<file path="src/rtl/mcycle_sequencer.sv">
// mcycle_sequencer
//   Multi-cycle control sequencer for the 8-bit MIPS core (16-bit instructions).
//   Fetches an instruction over the shared memory port into IR, then steps
//   DECODE / EXEC / MEM / WB, one phase per cycle, producing the datapath
//   control signals, the memory handshake and the PC update strobes.
//
// Ports
//   clk, rst        core clock, synchronous active-high reset
//   mem_req/we/sel  memory request, write enable, 0=fetch 1=data access
//   mem_ack         memory completion (ignored while mem_req=0)
//   mem_rdata       fetch data, latched into IR on fetch ack
//   alu_flags       [0] carry, [1] zero, [2] larger; used in EXEC
//   ir              instruction register
//   pc_inc/pc_load  PC increment / PC load pulses
//   reg_write, reg_write_dst, alu_b_src_sel, mem_to_reg, alu_control
//                   datapath controls
//   state           FSM state (debug)
//   retired         retired-instruction counter (CNT_W bits, wraps)
//   illegal         sticky illegal-opcode flag
//
// Build option
//   SEQ_ILLEGAL_TRAP_EN  defined: illegal opcodes halt the sequencer and set
//                        'illegal'; undefined: illegal opcodes retire as NOP.

module mcycle_sequencer #(
    parameter int unsigned CNT_W = 16
) (
    input  logic             clk,
    input  logic             rst,
    output logic             mem_req,
    output logic             mem_we,
    output logic             mem_sel,
    input  logic             mem_ack,
    input  logic [15:0]      mem_rdata,
    input  logic [7:0]       alu_flags,
    output logic [15:0]      ir,
    output logic             pc_inc,
    output logic             pc_load,
    output logic             reg_write,
    output logic             reg_write_dst,
    output logic             alu_b_src_sel,
    output logic             mem_to_reg,
    output logic [3:0]       alu_control,
    output logic [2:0]       state,
    output logic [CNT_W-1:0] retired,
    output logic             illegal
);

    typedef enum logic [2:0] {
        S_IDLE   = 3'd0,
        S_FETCH  = 3'd1,
        S_DECODE = 3'd2,
        S_EXEC   = 3'd3,
        S_MEM    = 3'd4,
        S_WB     = 3'd5,
        S_HALT   = 3'd6
    } state_e;

    typedef enum logic [3:0] {
        OP_JMP = 4'h0, OP_LD  = 4'h1, OP_ST  = 4'h2, OP_LI  = 4'h3,
        OP_ADD = 4'h4, OP_SUB = 4'h5, OP_AND = 4'h6, OP_OR  = 4'h7,
        OP_INV = 4'h8, OP_LSL = 4'h9, OP_LSR = 4'hA, OP_BEQ = 4'hB,
        OP_BNE = 4'hC, OP_RSD = 4'hD, OP_RSE = 4'hE, OP_SLT = 4'hF
    } opcode_e;

    state_e           state_q, state_d;
    logic [15:0]      ir_q, ir_d;
    logic [CNT_W-1:0] retired_q;
    logic             retire;
    opcode_e          op;
    logic             op_illegal;
    logic [3:0]       op_alu;

    // Only the zero flag steers the sequencer.
    logic unused_flags;
    assign unused_flags = ^{alu_flags[7:2], alu_flags[0]};

    assign op         = opcode_e'(ir_q[15:12]);
    assign op_illegal = (op == OP_RSD) || (op == OP_RSE);

    always_comb begin
        case (op)
            OP_LD, OP_ST, OP_ADD:    op_alu = 4'b0010;
            OP_SUB, OP_BEQ, OP_BNE:  op_alu = 4'b0011;
            OP_AND:                  op_alu = 4'b0001;
            OP_OR:                   op_alu = 4'b0100;
            OP_INV:                  op_alu = 4'b0101;
            OP_LSL:                  op_alu = 4'b0110;
            OP_LSR:                  op_alu = 4'b0111;
            OP_SLT:                  op_alu = 4'b1000;
            default:                 op_alu = 4'b0000;
        endcase
    end

`ifdef SEQ_ILLEGAL_TRAP_EN
    logic ill_q;
    logic trap;
`endif

    // Next-state logic
    always_comb begin
        state_d = state_q;
        ir_d    = ir_q;
        retire  = 1'b0;
`ifdef SEQ_ILLEGAL_TRAP_EN
        trap    = 1'b0;
`endif
        case (state_q)
            S_IDLE:  state_d = S_FETCH;
            S_FETCH: begin
                if (mem_ack) begin
                    ir_d    = mem_rdata;
                    state_d = S_DECODE;
                end
            end
            S_DECODE: begin
                if (op == OP_JMP) begin
                    retire  = 1'b1;
                    state_d = S_FETCH;
                end else if (op_illegal) begin
`ifdef SEQ_ILLEGAL_TRAP_EN
                    trap    = 1'b1;
                    state_d = S_HALT;
`else
                    retire  = 1'b1;
                    state_d = S_FETCH;
`endif
                end else begin
                    state_d = S_EXEC;
                end
            end
            S_EXEC: begin
                if (op == OP_BEQ || op == OP_BNE) begin
                    retire  = 1'b1;
                    state_d = S_FETCH;
                end else if (op == OP_LD || op == OP_ST) begin
                    state_d = S_MEM;
                end else begin
                    state_d = S_WB;
                end
            end
            S_MEM: begin
                if (mem_ack) begin
                    if (op == OP_ST) begin
                        retire  = 1'b1;
                        state_d = S_FETCH;
                    end else begin
                        state_d = S_WB;
                    end
                end
            end
            S_WB: begin
                retire  = 1'b1;
                state_d = S_FETCH;
            end
            S_HALT:  state_d = S_HALT;
            default: state_d = S_IDLE;
        endcase
    end

    always_ff @(posedge clk) begin
        if (rst) begin
            state_q   <= S_IDLE;
            ir_q      <= '0;
            retired_q <= '0;
`ifdef SEQ_ILLEGAL_TRAP_EN
            ill_q     <= 1'b0;
`endif
        end else begin
            state_q <= state_d;
            ir_q    <= ir_d;
            if (retire) begin
                retired_q <= retired_q + CNT_W'(1);
            end
`ifdef SEQ_ILLEGAL_TRAP_EN
            if (trap) begin
                ill_q <= 1'b1;
            end
`endif
        end
    end

    // Moore-style output decode from state and IR; the EXEC branch decision
    // is the only path that looks at alu_flags, and the fetch-ack cycle is the
    // only one that looks at mem_ack (pc_inc pulses as IR is loaded).
    always_comb begin
        mem_req       = 1'b0;
        mem_we        = 1'b0;
        mem_sel       = 1'b0;
        pc_inc        = 1'b0;
        pc_load       = 1'b0;
        reg_write     = 1'b0;
        reg_write_dst = 1'b0;
        alu_b_src_sel = 1'b0;
        mem_to_reg    = 1'b0;
        alu_control   = 4'b0000;
        case (state_q)
            S_FETCH: begin
                mem_req = 1'b1;
                pc_inc  = mem_ack;
            end
            S_DECODE: begin
                pc_load = (op == OP_JMP);
            end
            S_EXEC: begin
                alu_control   = op_alu;
                alu_b_src_sel = !(op == OP_LD || op == OP_ST || op == OP_LI);
                if (op == OP_BEQ) begin
                    pc_load = alu_flags[1];
                end else if (op == OP_BNE) begin
                    pc_load = !alu_flags[1];
                end
            end
            S_MEM: begin
                mem_req     = 1'b1;
                mem_sel     = 1'b1;
                mem_we      = (op == OP_ST);
                alu_control = op_alu;
            end
            S_WB: begin
                reg_write     = 1'b1;
                reg_write_dst = (op == OP_LD || op == OP_LI);
                mem_to_reg    = (op == OP_LD);
                alu_control   = op_alu;
            end
            default: ;
        endcase
    end

    assign state   = state_q;
    assign ir      = ir_q;
    assign retired = retired_q;
`ifdef SEQ_ILLEGAL_TRAP_EN
    assign illegal = ill_q;
`else
    assign illegal = 1'b0;
`endif

endmodule

</file>
<file path="config.mk">
export PLATFORM = sky130hd
export DESIGN_NAME = mcycle_sequencer
export DESIGN_NICKNAME = d
export VERILOG_FILES = /design/src/rtl/mcycle_sequencer.sv
export SDC_FILE = /design/constraint.sdc
export NUM_CORES = 1
export LEC_CHECK = 0
export CORE_ASPECT_RATIO = 1.25
export CORE_MARGIN = 2
export CORE_UTILIZATION = 48
export DETAILED_ROUTE_END_ITERATION = 8
export PLACE_DENSITY = 0.86
export SYNTH_ARGS = -nofsm -noshare
export SYNTH_HDL_FRONTEND = slang
export SYNTH_SLANG_ARGS = --single-unit
</file>
<file path="constraint.sdc">
create_clock -name clk -period 6.1 [get_ports clk]
set_input_delay 1.22 -clock clk [delete_from_list [all_inputs] [get_ports clk]]
set_output_delay 1.22 -clock clk [all_outputs]
set_load 0.02 [all_outputs]
</file>
== Word-level counts from Yosys, hierarchy flattened ==
Memories as Yosys holds them, arrays and structs flattened. A register that Yosys moved wholly into a read port is not among the register bits.
Index checks and enable logic that the tools add are counted.

* Memories kept: 1
* Logic and storage cells: 62
* Output and inout port bits: 49
* Input bits: 27
* Bits in registers: 35
* ROM bits: 64

{| class="wikitable"
|+ Memories
! memory !! words !! width !! rd ports !! clocked after memory_dff !! write ports !! line !! RTL
|-
| (name not given) || 16 || 4 || 1 || 1 || 0 || 82 || <nowiki>case (op)</nowiki>
|}

* Reductions and logical operators: 14
* Mux-type cells: 28
* Add/subtract/negate cells: 1
* Eq/ne operators: 15

{| class="wikitable"
|+ Operators by type and width
! kind !! number
|-
| 3-bit case mux with 6 select lines || 1
|-
| 16-bit by 1-bit adder with 16-bit output (second input constant) || 1
|-
| 4-bit == test (second input constant) || 4
|-
| 1-bit two-way mux || 16
|-
| 3-bit two-way mux || 4
|-
| 4-bit two-way mux || 3
|-
| 3-bit == test (second input constant) || 3
|-
| 4-bit by 2-bit == test with 1-bit output (second input constant) || 2
|-
| 3-bit by 2-bit == test with 1-bit output (second input constant) || 2
|-
| 1-bit logical OR || 5
|-
| 4-bit by 1-bit == test with 1-bit output (second input constant) || 1
|-
| 4-bit logical NOT || 1
|-
| 2-bit two-way mux || 2
|-
| 2-bit inequality test (second input constant) || 2
|-
| 1-bit case mux with 4 select lines || 1
|-
| 2-bit AND reduction || 2
|-
| 2-bit OR reduction || 2
|-
| 3-bit by 1-bit == test with 1-bit output (second input constant) || 1
|-
| 3-bit logical NOT || 1
|-
| 3-bit OR reduction || 1
|-
| 1-bit logical NOT || 2
|-
| 1-bit case mux with 2 select lines || 1
|}

== Logic depth before layout (Yosys ltp) ==
Gate-level depths: netlist of run 1.

* Word-level depth: 5
* Depth in mapped cells: 9
* Depth with buffers taken out: 8

== Worst setup path after synthesis of run 1 ==
Ideal clock, no wire load.

* Kind: input -> output
* Start point: input port mem_ack
* End point: output port pc_inc
* Required time: 4.880 ns
* Path slack: 2.882 ns
* Buffers on the path: 2
* Stages: 4
* Arrival time: 1.998 ns
* Cells stage by stage: nand4bb_1 -> buf_2 -> clkinv_1 -> clkbuf_1

* Cells in the longest elaborated chain, start to end: 1

{| class="wikitable"
|+ Ends and longest elaborated chain
! element !! line !! RTL
|-
| from (decl) || 33 || <nowiki>input logic mem_ack,</nowiki>
|-
| 1-bit two-way mux || 197 || <nowiki>case (state_q)</nowiki>
|-
| to (decl) || 37 || <nowiki>output logic pc_inc,</nowiki>
|}

Every way passes these cells.

== Worst setup path in the final report of run 1 ==
Ends and elaborated chain as after synthesis.

==> summary.md, run 1 <==
- **unrepaired setup endpoints after global routing** false
- **largest net degree at the start of global routing** 54
- **worst slew margin relative to its limit** 28.24%
- **CP Max Fanout** 18
- **number of design-rule violations left by the first detailed-router iteration** 111
- **clock edge transition at the registers on the reported setup and hold paths** 0.09 ns
- **arrival time reported for the critical path endpoint** 3.19 ns
- **Final #Nets** 360
- **initial core utilization** 49.24%
- **actual slew at the worst max-slew pin** 1.072 ns
- **count of endpoints failing setup in the final report** 0
- **worst min-delay path category** flop to flop
- **Site Rows** 27
- **die height** 78.76 um
- **leak pwr** 1.049 nW
- **total global routing overflow** 0
- **register bit total from synthesis** 39
- **drt total wl** 4.975 mm
- **Seq/Total Area, Yosys** 36.38%
- **Final Max Slew Viols** 0
- **clock network latency to the later pin of the worst-skew pair** 0.29 ns
- **endpoint kind of the worst setup timing path** primary output
- **number of warnings issued by yosys** 0
- **total cell area at the placement stage** 2806 um^2
- **count of distinct cell types in the synthesized netlist** 44
- **main flop type after synthesis** dfxtp_1
- **async set-or-reset flop fraction in the synthesized netlist** 0%
- **syn_nets** 303
- **# DRC** 0
- **weighted congestion at the end of routability-driven global placement** 0.8290
- **sinks on the clock net** 39
- **number of vias per cell after detailed routing** 5.332
- **number of antenna violations at the first check in global routing** 0
- **Worst Hold Margin** 0.4618 ns
- **core outline area** 4358 um^2
- **number of optimization iterations in the first detailed-route pass** 4
- **Fmax achieved** 0.2270 GHz
- **share of final-layout standard cells stronger than drive strength 1** 7.622%
- **layout overhead on the synthesized area** 36.21%
- **# hold bufs at CTS** 0
- **sum of net half-perimeters after detailed placement** 3.484 mm
- **number of maximum-capacitance constraint violations** 0
- **total track usage** 20.65%
- **count of flip-flops with a built-in enable after synthesis** 0
- **worst setup slack before clock tree synthesis** 1.731 ns
- **via count of the first global-routing pass** 1,932
- **required arrival time at the worst endpoint** 4.88 ns
- **global-route wire length before repair** 8.507 mm
- **number of antenna cells inserted** 0
- **CTS Buffer Depth** 2
- **count of input and output buffers** 67
- **clk_skew** 0.008168 ns
- **DR WL/cell** 12.89 um
- **portion of the clock cycle consumed by the worst path in the final layout** 72.23%
- **setup bufs post-CTS** 0
- **number of clock buffers inserted by TritonCTS** 5
- **synthesized area per cell** 7.947 um^2
- **launching element type of the critical path** input pin
- **Max VDD drop** 0.1903 mV
- **post-CTS resize count** 0
- **final hold violations** 0
- **chip width** 63.80 um
- **I/O pin count** 76
- **total non-filler cell area in the finished layout** 2923 um^2
- **Setup Total Neg Slack** 0 ns
- **Total Die Area** 5025 um^2
- **number of fillers in the final layout** 361
- **CTS Root Cell** clkbuf_8
- **CTS tree** done
- **post-layout min period** 4.406 ns
- **status** finished clean
- **total number of vias** 2,058
- **CP Class** input pin to primary output
- **setup slack of the critical path after layout** 1.694 ns
- **CTS H-Tree Depth** 2
- **power density over the cells** 199.3 nW/um^2
- **number of nets with antenna violations after detailed routing** 0
- **Mapped Area** 2146 um^2
- **gate count of the mapped netlist** 270
==> critical path, stage by stage <==
cell and delay (ns):
clkdlybuf4s50_1 0.46, nand4bb_1 0.13, buf_4 0.24, clkinv_1 0.45, clkdlybuf4s50_1 0.69
==> stage by stage <==
step,power (mW),utilization (%),std cells
floorplan,0.3306,-,270
global placement,0.3641,64.40,378
detailed placement,0.3662,64.40,378
CTS,0.5853,67.07,386
global route,0.6073,67.07,386
finish,0.5825,67.07,386
==> area by class of cell <==
cell class | instances | area [um^2] | area share (%)
clock inverters | 3 | 47.55 | 1.627
flip-flops and latches | 39 | 780.7 | 26.71
well taps | 58 | 72.57 | 2.483
repair buffers | 68 | 673.1 | 23.03
multi-input cells | 202 | 1239 | 42.38
clock buffers | 5 | 68.82 | 2.354
inverters | 11 | 41.29 | 1.413
==> cells in the mapped netlist, drive strengths merged, types with 2 or more instances <==
master,count,share of area (%)
a2111oi,5,3.1
a211oi,2,0.70
a21oi,32,7.5
a31oi,2,0.58
and2,2,0.58
and3,4,1.2
and4b,2,0.93
buf,8,2.2
clkbuf,10,1.7
dfxtp,39,36
ha,6,3.5
inv,10,1.7
mux2,15,7.9
nand2,48,8.4
nand2b,4,1.2
nand3,4,0.93
nand4,3,0.87
nand4b,2,0.82
nor2,27,4.7
nor2b,18,5.2
nor3,5,1.2
o211ai,2,0.70
o21ai,4,0.93
or3,2,0.82
==> state kept, by name (all words and copies together) (netlist names) <==
register,cells
ir,16
retired,16
op_alu,4
state,3
==> worst paths after layout <==
check,slack [ns],startpoint,endpoint,depth (start not counted)
hold reg to reg,0.46,ir[9],ir[9],2
hold / removal,0.46,ir[9],ir[9],2
setup / recovery,1.69,mem_ack,pc_inc,5
setup reg to reg,3.22,state[1],op_alu[1],8
==> per-layer routing <==
metal	routed length, um	up-vias	track usage [%]
met5	0	-	0
met4	85	0	8.043
met3	185	6	3.258
met2	2575	53	36.46
met1	2129	962	24.87
li1	-	1037	-
==> placed cells by master, fill, tap and decap left out, drive strengths merged, types with 2 or more instances in the layout <==
cell type      instances
or3                    2
a211oi                 2
a21oi                 32
nand3                  4
dfxtp                 39
clkbuf                 5
o21ai                  4
ha                     6
and3                   4
and2                   2
a31oi                  2
nand2b                 4
nor2                  27
o211ai                 2
nand2                 48
buf                    2
nand4                  3
inv                   11
nand4b                 2
clkdlybuf4s50         66
clkinv                 2
nor2b                 18
nor3                   5
and4b                  2
mux2                  15
a2111oi                5
==> kinds of logic after synthesis <==
family                   synth area share, %
AND/OR/NAND/NOR                        28.11
AO/OA/AOI/OAI                          16.15
flip-flops                             36.38
buffers and inverters                  5.889
multiplexers                           9.388
adder cells (fa/ha/maj)                3.498
other                                 0.1748
XOR/XNOR                              0.4082
==> power breakdown <==
| part | total, mW | internal (mW) | switching [mW] |
|---|---|---|---|
| logic | 0.0871 | 0.0426 | 0.0445 |
| clock network | 0.222 | 0.124 | 0.0980 |
| registers | 0.273 | 0.263 | 0.0108 |
| total | 0.583 | 0.429 | 0.153 |
Power figures use the tool's default switching activity.
==> run 2: changes to the inputs <==
--- a/config.mk
+++ b/config.mk
@@ -7,9 +7,9 @@
 export LEC_CHECK = 0
 export CORE_ASPECT_RATIO = 1.25
 export CORE_MARGIN = 2
-export CORE_UTILIZATION = 48
+export CORE_UTILIZATION = 41
 export DETAILED_ROUTE_END_ITERATION = 8
-export PLACE_DENSITY = 0.86
+export PLACE_DENSITY = 0.78
 export SYNTH_ARGS = -nofsm -noshare
 export SYNTH_HDL_FRONTEND = slang
 export SYNTH_SLANG_ARGS = --single-unit
==> constraint.sdc (replaced) <==
create_clock -name clk -period 3.8 [get_ports clk]
set_input_delay 0.76 -clock clk [delete_from_list [all_inputs] [get_ports clk]]
set_output_delay 0.76 -clock clk [all_outputs]
set_load 0.02 [all_outputs]
==> run 2 against run 1 <==
  * First-iteration DRC count grew 4.5%
  * Cell area grew 0.68%
  * Sequential power grew 61%
  * Critical endpoint is now pc_load
==> summary.md, run 2 (synthesized netlist as in run 1, its figures left out) <==
- **status** finished clean
- **worst slew margin relative to its limit** 28.79%, +0.54 points
- **total track usage** 17.93%, -2.7 points
- **number of fillers in the final layout** 480, +33%
- **count of input and output buffers** 67, unchanged
- **launching element type of the critical path** flop
- **number of design-rule violations left by the first detailed-router iteration** 116, +4.5%
- **final hold violations** 0, unchanged
- **most common library cell in the layout ignoring fill and taps** clkdlybuf4s50_1
- **largest net degree at the start of global routing** 45, -17%
- **CTS H-Tree Depth** 2, unchanged
- **Fmax achieved** 0.3227 GHz
- **sinks on the clock net** 39, unchanged
- **unrepaired setup endpoints after global routing** false
- **drt total wl** 4.952 mm, -0.46%
- **CTS tree** done
- **CTS Buffer Depth** 2, unchanged
- **total global routing overflow** 0, unchanged
- **number of antenna cells inserted** 0, unchanged
- **leak pwr** 1.059 nW, +0.96%
- **Total Die Area** 5832 um^2, +16%
- **CP Max Fanout** 12, -6
- **core outline area** 5080 um^2, +17%
- **total number of vias** 2,063, +0.24%
- **die height** 84.89 um, +7.8%
- **number of antenna violations at the first check in global routing** 0, unchanged
- **number of nets with antenna violations after detailed routing** 0, unchanged
- **worst min-delay path category** flop to flop
- **Setup Total Neg Slack** 0 ns, unchanged
- **arrival time reported for the critical path endpoint** 2.34 ns, -0.85 ns
- **CTS Root Cell** clkbuf_8
- **clock network latency to the later pin of the worst-skew pair** 0.29 ns, about the same
- **Site Rows** 29, +7.4%
- **global-route wire length before repair** 8.328 mm, -2.1%
- **share of final-layout standard cells stronger than drive strength 1** 8.182%, +0.56 points
- **weighted congestion at the end of routability-driven global placement** 0.8052, -2.9%
- **# DRC** 0, unchanged
- **count of endpoints failing setup in the final report** 0, unchanged
- **actual slew at the worst max-slew pin** 1.064 ns, -0.008138 ns
- **sum of net half-perimeters after detailed placement** 3.599 mm, +3.3%
- **DR WL/cell** 12.63 um, -2.0%
- **CP Class** flop to primary output
- **clk_skew** 0.007734 ns, -0.0004342 ns
- **initial core utilization** 42.24%, -7.0 points
- **number of optimization iterations in the first detailed-route pass** 4, unchanged
- **clock edge transition at the registers on the reported setup and hold paths** 0.08 ns, about the same
- **required arrival time at the worst endpoint** 3.04 ns, -1.84 ns
- **endpoint kind of the worst setup timing path** primary output
- **setup bufs post-CTS** 0, unchanged
- **Max VDD drop** 0.2306 mV, +21%
- **# hold bufs at CTS** 0, unchanged
- **Final Max Slew Viols** 0, unchanged
- **post-CTS resize count** 0, unchanged
- **Final #Nets** 362, +0.56%
- **via count of the first global-routing pass** 1,850, -4.2%
- **number of vias per cell after detailed routing** 5.263, -1.3%
- **post-layout min period** 3.099 ns
- **leading cell types in the layout, fill and taps excluded** clkdlybuf4s50_1, nand2_1, dfxtp_1, a21oi_1, nor2_1
- **number of maximum-capacitance constraint violations** 0, unchanged
- **power density over the cells** 317.5 nW/um^2, +59%
- **number of clock buffers inserted by TritonCTS** 5, unchanged
- **chip width** 68.71 um, +7.7%
- **Worst Hold Margin** 0.4578 ns, -0.003990 ns
- **portion of the clock cycle consumed by the worst path in the final layout** 81.55%
- **I/O pin count** 76, unchanged
- **layout overhead on the synthesized area** 37.14%
## run 2: power breakdown
part	switching [mW]	internal [mW]	total [mW]
Combinational	0.0720	0.0698	0.142
Sequential	0.0174	0.422	0.439
Clock	0.155	0.199	0.354
## run 2: stage by stage
| stage | cell area [um^2] | power, mW | std cells | util, % | setup WS, ns |
|---|---|---|---|---|---|
| final | 2943 | 0.9345 | 392 | 57.93 | 0.7010 |
| after global routing | 2943 | 0.9822 | 392 | 57.93 | 0.5590 |
| after global placement | 2826 | 0.5871 | 384 | 55.64 | 0.7227 |
| after floorplan | 2146 | 0.5307 | 270 | - | 1.068 |
| after detailed placement | 2826 | 0.5904 | 384 | 55.64 | 0.7293 |
| after CTS | 2943 | 0.9451 | 392 | 57.93 | 0.7010 |
## run 2: layout make-up
cell class | count | area, um^2 | share of cell area, %
Inverter | 11 | 41.29 | 1.403
Timing Repair Buffer | 70 | 688.2 | 23.38
Tap cell | 62 | 77.57 | 2.636
Multi-Input combinational cell | 202 | 1239 | 42.09
Sequential cell | 39 | 780.7 | 26.53
Clock inverter | 3 | 47.55 | 1.616
Clock buffer | 5 | 68.82 | 2.338
## run 2: worst max-delay path, stage by stage, from the launching register on
cell and delay, ns:
dfxtp_1 0.55, or3b_2 0.49, o22ai_1 0.15, a31oi_1 0.12, nor2_1 0.13, clkdlybuf4s50_1 0.60
## run 2: final timing paths
kind,slack [ns],depth (start not counted),endpoint,from
max,0.70,5,pc_load,ir[14]
min,0.46,2,ir[7],ir[7]
max reg2reg,1.29,5,retired[10],ir[12]
min reg2reg,0.46,2,ir[7],ir[7]
## run 2: routing by layer
metal,vias to the layer above,track usage [%],routed length (um)
met4,0,5.704,91
met1,956,22.74,2104
met5,-,0,0
met2,59,30.24,2514
li1,1039,-,-
met3,9,3.183,240
